==> src/rtl/sha3_block_padder.sv <==
// Assembles 64-bit message words into 1088-bit SHA3-256 rate blocks and applies 0x06..0x80 padding.
// Latency: a block is presented on the edge that writes its 17th word; a final word at index k takes 16-k further cycles.
// Backpressure: in_ready drops while a block awaits out_ack and during zero fill; one bubble cycle follows every ack.
module sha3_block_padder #(
  parameter int WORD_W     = 64,
  parameter int RATE_WORDS = 17,
  parameter int CNT_W      = 5
) (
  input  logic                         clk,
  input  logic                         reset_n,
  input  logic [WORD_W-1:0]            in,
  input  logic                         in_valid,
  input  logic                         is_last,
  input  logic [2:0]                   byte_num,
  output logic                         in_ready,
  output logic [WORD_W*RATE_WORDS-1:0] out,
  output logic                         out_valid,
  output logic                         out_last,
  input  logic                         out_ack
);

  localparam int BLK_W = WORD_W * RATE_WORDS;
  localparam logic [CNT_W-1:0] LAST_IDX = CNT_W'(RATE_WORDS - 1);

  typedef enum logic {
    S_ACCEPT = 1'b0,
    S_PAD    = 1'b1
  } state_t;

  state_t             r_state;
  state_t             w_state_nxt;
  logic [BLK_W-1:0]   r_out;
  logic               r_out_valid;
  logic               r_out_last;
  logic [CNT_W-1:0]   r_cnt;
  logic [CNT_W-1:0]   w_cnt_nxt;

  logic               w_in_ready;
  logic               w_xfer;
  logic               w_last_idx;
  logic [5:0]         w_pad_sh;
  logic [WORD_W-1:0]  w_keep_mask;
  logic [WORD_W-1:0]  w_pad_byte;
  logic [WORD_W-1:0]  w_fin_byte;
  logic [WORD_W-1:0]  w_pad_word;
  logic               w_shift;
  logic [WORD_W-1:0]  w_word;
  logic               w_done;
  logic               w_done_last;

  // Reset gates in_ready so nothing is offered as accepted while reset is held.
  assign w_in_ready = reset_n && (r_state == S_ACCEPT) && !r_out_valid;
  assign w_xfer     = in_valid && w_in_ready;
  assign w_last_idx = (r_cnt == LAST_IDX);

  // Final word: keep the top byte_num bytes, put the domain byte right after them.
  assign w_pad_sh    = 6'd56 - {byte_num, 3'b000};
  assign w_keep_mask = ~({WORD_W{1'b1}} >> {byte_num, 3'b000});
  assign w_pad_byte  = {{(WORD_W-8){1'b0}}, 8'h06} << w_pad_sh;
  assign w_pad_word  = (in & w_keep_mask) | w_pad_byte;
  // The closing bit belongs to whichever word lands in the last slot of the final block.
  assign w_fin_byte  = w_last_idx ? {{(WORD_W-8){1'b0}}, 8'h80} : '0;

  // Next state, word to shift in, and block-completion decisions.
  always_comb begin
    w_state_nxt = r_state;
    w_cnt_nxt   = r_cnt;
    w_shift     = 1'b0;
    w_word      = '0;
    w_done      = 1'b0;
    w_done_last = 1'b0;
    case (r_state)
      S_ACCEPT: begin
        if (w_xfer) begin
          w_shift = 1'b1;
          if (is_last) begin
            w_word = w_pad_word | w_fin_byte;
            if (w_last_idx) begin
              w_done      = 1'b1;
              w_done_last = 1'b1;
            end else begin
              w_state_nxt = S_PAD;
            end
          end else begin
            // A full word in the last slot closes an ordinary (non-final) block.
            w_word = in;
            w_done = w_last_idx;
          end
        end
      end
      S_PAD: begin
        w_shift = 1'b1;
        w_word  = w_fin_byte;
        if (w_last_idx) begin
          w_done      = 1'b1;
          w_done_last = 1'b1;
          w_state_nxt = S_ACCEPT;
        end
      end
      default: w_state_nxt = S_ACCEPT;
    endcase
    if (w_shift) begin
      w_cnt_nxt = w_done ? '0 : r_cnt + 1'b1;
    end
  end

  // State register; reset abandons any block being padded.
  always_ff @(posedge clk or negedge reset_n) begin
    if (!reset_n) begin
      r_state <= S_ACCEPT;
    end else begin
      r_state <= w_state_nxt;
    end
  end

  // Block shift register, word counter and output handshake flags.
  always_ff @(posedge clk or negedge reset_n) begin
    if (!reset_n) begin
      r_out       <= '0;
      r_out_valid <= 1'b0;
      r_out_last  <= 1'b0;
      r_cnt       <= '0;
    end else begin
      if (w_shift) begin
        r_out <= {r_out[BLK_W-WORD_W-1:0], w_word};
        r_cnt <= w_cnt_nxt;
      end
      if (w_done) begin
        r_out_valid <= 1'b1;
        r_out_last  <= w_done_last;
      end else if (r_out_valid && out_ack) begin
        r_out_valid <= 1'b0;
        r_out_last  <= 1'b0;
      end
    end
  end

  assign in_ready  = w_in_ready;
  assign out       = r_out;
  assign out_valid = r_out_valid;
  assign out_last  = r_out_last;

endmodule
==> config.mk <==
export PLATFORM = sky130hd
export DESIGN_NAME = sha3_block_padder
export DESIGN_NICKNAME = d
export VERILOG_FILES = /design/src/rtl/sha3_block_padder.sv
export SDC_FILE = /design/constraint.sdc
export NUM_CORES = 2
export LEC_CHECK = 0
export CORE_AREA = 2 2 459 461
export DETAILED_ROUTE_END_ITERATION = 7
export DIE_AREA = 0 0 461 463
export SKIP_CTS_REPAIR_TIMING = 1
export SYNTH_ARGS = -nofsm -noshare
export SYNTH_HDL_FRONTEND = slang
export SYNTH_SLANG_ARGS = --single-unit
==> constraint.sdc <==
create_clock -name clk -period 2.4 [get_ports clk]
set_input_delay 0.48 -clock clk [delete_from_list [all_inputs] [get_ports clk]]
set_output_delay 0.48 -clock clk [all_outputs]
set_load 0.1 [all_outputs]
# After elaboration in Yosys (flattened, before gate mapping)
# Index checks and enable logic that the tools add are counted.
# W data, S select, Z words.
# word_totals
reg_bits	1096
latchBits	0
ramBits	0
romBits	0
inputBits	72
out_inout_bits	1091
word_cells	42
n_memories	0
# op_classes
addsub	2
n_mul	0
n_div	0
magnitude_cmp	0
eq_ne	1
shift	2
mux	21
bitwise_logic	5
n_reduce_logical	6
# ops
op	count
$mux W64	2
$pmux W64 S2	1
$and A64 B64 Y64	1
$not A64 Y64	1
$or A64 B64 Y64	1
$or A64 B8 Y64	1
$shl A3 B6 Y64 const A	1
$shr A64 B6 Y64 const A	1
$mux W1	12
$mux W8	1
$pmux W1 S2	4
$sub A6 B6 Y6 const A	1
$add A5 B1 Y5 const B	1
$eq A5 B5 Y1 const B	1
$mux W5	1
$logic_and A1 B1 Y1	4
$reduce_bool A2 Y1	1
$logic_not A1 Y1	1
$not A1 Y1	1

# Longest topological paths before layout
# logic_depth
word_depth	8
mapped_depth	7
depth_no_buf	5

# Worst setup path after synthesis
# Ideal clock, no wire load.
# synth_path
kind	reg-to-reg
startpoint	register r_out_valid, in the netlist out_valid
endpoint	register r_out[1013], in the netlist out[1013]
setup_time_ns	0.128
arrival_time_ns	2.214
required_ns	2.272
setup_slack_ns	0.057
path_stages_with_launch	8
path_buffers	4
period_less_slack_ns	2.343
path_cell_list	dfrtp_1 and3b_1 buf_2 nor2_4 buf_4 buf_6 buf_6 mux2_1
# synth_via
elab_chain_len	5
# synth_rtl
element	line	text
start, declared	33	logic r_out_valid;
start signal, assigned	120	r_out_valid <= 1'b0;
start signal, assigned	129	r_out_valid <= 1'b1;
start signal, assigned	132	r_out_valid <= 1'b0;
$logic_not A1 Y1	52	assign w_in_ready = reset_n && (r_state == S_ACCEPT) && !r_out_valid;
$logic_and A1 B1 Y1	52	
$logic_and A1 B1 Y1	53	assign w_xfer = in_valid && w_in_ready;
$mux W1	74	if (w_xfer) begin
$pmux W1 S2	72	case (r_state)
end signal, assigned	125	r_out <= {r_out[BLK_W-WORD_W-1:0], w_word};
end, declared	32	logic [BLK_W-1:0] r_out;
# Every way passes these cells.
# A chain may end at the register's enable or synchronous reset.

# Worst setup path after layout
# layout_path
startpoint	register r_out[598], in the netlist out[598]
endpoint	output out[598]
# layout_rtl
element	line	text
end, declared	16	output logic [WORD_W*RATE_WORDS-1:0] out,
# No word-level cell between the ends.

==> results.cfg <==
[run_status]
status = finished, final reports clean

[timing]
tightest_slew_ps = 926
min_period_ps = 2300
whs_ps = 279
rsz0062_at_grt = false
hold_violations = 0
max_freq_mhz = 436
setup_violations = 0
skew_ps = 37.9
drv_slew = 0
fin_ws_ps = 105
slew_headroom_pct = 38.2
fin_crit_sh_pct = 95.6

[setup_path]
ff2ff_path_depth = 5
criticalPathCategory = reg -> out
max_stage_delay_ps = 640
cp_slowest_cell = dfrtp_1
crit_arrival_ps = 1820
end_kind = output port
cp_max_fo = 3
critPathTopFamily = flip-flops
critPathBufInv = 1
path_cells = buf_4
critPathRequiredTime_ps = 1920
cp.depth = 1
startpoint_type = register

[die]
initial_utilization_pct = 19.6
fp.dieW_um = 461
die_area_mm2 = 0.213
rows = 168
pin_count = 1163
die_h_um = 463
core_mm2 = 0.209

[yosys]
yosys-top-cells-count = dfrtp_1, mux2_2, buf_4
synth-seq-cells = 1096
yosys_warnings = 0
synth_largest_area_cell = dfrtp_1
synth_area_leaders = dfrtp_1, mux2_2, buf_4
yosysMostFrequentCell = dfrtp_1
synth_edf_count = 0
syn_nets = 2451
ys_types = 37
syn_avg_cell_area_um2 = 17.2
synth_area_mm2 = 0.0409
ys_async_sr_fraction_pct = 100
ys.flop_type = dfrtp_1
ys_seq_area_share_pct = 67.1
netlist.area_leader.share_pct = 67.1
synth_cells = 2377

[detailed_routing]
dr.pass1.iters = 5
drt_iter0_markers = 1405
wl_um = 169000
ant_nets = 0
viasPerCell = 3.98
wl_per_cell_um = 25.4
drcViolationCount = 0
vias = 26424

[job]
drv_cap = 0

[cells_and_area]
num-fill-cells = 21263
synthToLayoutAreaGrowth_pct = 43.7
finalNetCount = 3796
multi_input_area_mm2 = 0.0125
drive_gt1_share_pct = 65.0
fin_cells = 6631
finalInstanceArea_mm2 = 0.0587
final-seq-area_mm2 = 0.0274

[grt]
grt_first_pass_wirelength_um = 229000
grt_pass1_vias = 27043
overflow = 0
grt_max_degree = 160
track_usage_pct = 15.3
antenna_found_initial = 17

[clock_network]
clkTransAtPathRegs_ps = 60
cts_tree = yes
cts_buffers = 130
cts_htree_levels = 4
cts.sinks = 1096
ctsRootBufferMaster = clkbuf_16
clk_path_buf_depth = 3
clock_latency_ps = 790

[placement]
placed_area_mm2 = 0.0542
dp_hpwl_um = 137000
dp_slack_ps = -143
io_buffers = 1162
gp_congestion = 0.902
dp_cells = 6393

[min_path]
hold_path_depth = 2
hp-class = in -> reg
[layout make-up]
class	count	area share, %
clock inverters	46	1.23
multi-input cells	1151	21.4
clock buffers	180	6.29
flip-flops and latches	1096	46.7
inverters	4	0.0256
repair buffers	1339	18.3
well taps	2805	5.98
diodes	10	0.0426
[kinds of logic after synthesis]
| kind of cell | count (synthesis) | share of synthesized area, % |
|---|---|---|
| AND/OR/NAND/NOR | 42 | 0.643 |
| AO/OA/AOI/OAI | 77 | 1.60 |
| flip-flops | 1096 | 67.1 |
| multiplexers | 1030 | 28.4 |
| adder cells (fa/ha/maj) | 2 | 0.0612 |
| buffers and inverters | 130 | 2.20 |
[per-stage QoR]
stage / util, % / setup TNS [ps]
6_report: 28.2 / 0
5_1_grt: 28.1 / 0
4_1_cts: 28.1 / -1050
3_5_place_dp: 26.0 / -57910
3_3_place_gp: 26.0 / -49700
2_1_floorplan: - / 0
[registers in the layout (all words and copies together) (netlist names)]
signal	cells
out	1088
r_cnt	5
r_state	1
out_valid	1
out_last	1
[routing by layer]
metal / part of all wire, % / vias up / global-route usage [%]
met3: 7.2 / 194 / 4.53
met2: 46 / 919 / 24.3
met1: 44 / 14012 / 19.9
li1: - / 11293 / -
met5: 0.023 / - / 0
met4: 2.8 / 6 / 4.75
[worst paths after layout]
path                            from         to  slack, ps
max                         out[598]   out[598]        100
min                          out_ack  out_valid        280
max reg2reg                out_valid   out[266]        320
min reg2reg                out[1032]  out[1032]        490
max in group asynchronous    reset_n   out[575]        670
min in group asynchronous    reset_n    out[43]        350
[placed cells by master (no fill, tap or decap), drive strengths merged, types with 2 or more instances in the layout]
cell type / count
clkinvlp: 4
dlygate4sd3: 2
nor3b: 2
diode: 10
mux2i: 3
nor3: 3
mux2: 1027
a21oi: 2
o2bb2ai: 5
ha: 2
o21bai: 2
bufinv: 8
inv: 12
and3: 3
nor2b: 4
dfrtp: 1096
a22o: 57
nor4bb: 2
o21ai: 3
a221o: 3
or2: 6
clkbuf: 180
nand2b: 5
nor2: 11
buf: 1267
clkinv: 26
clkdlybuf4s50: 70
Power is not shown: default switching activity piles up to over one toggle a cycle in this logic, so the estimate is an artifact.
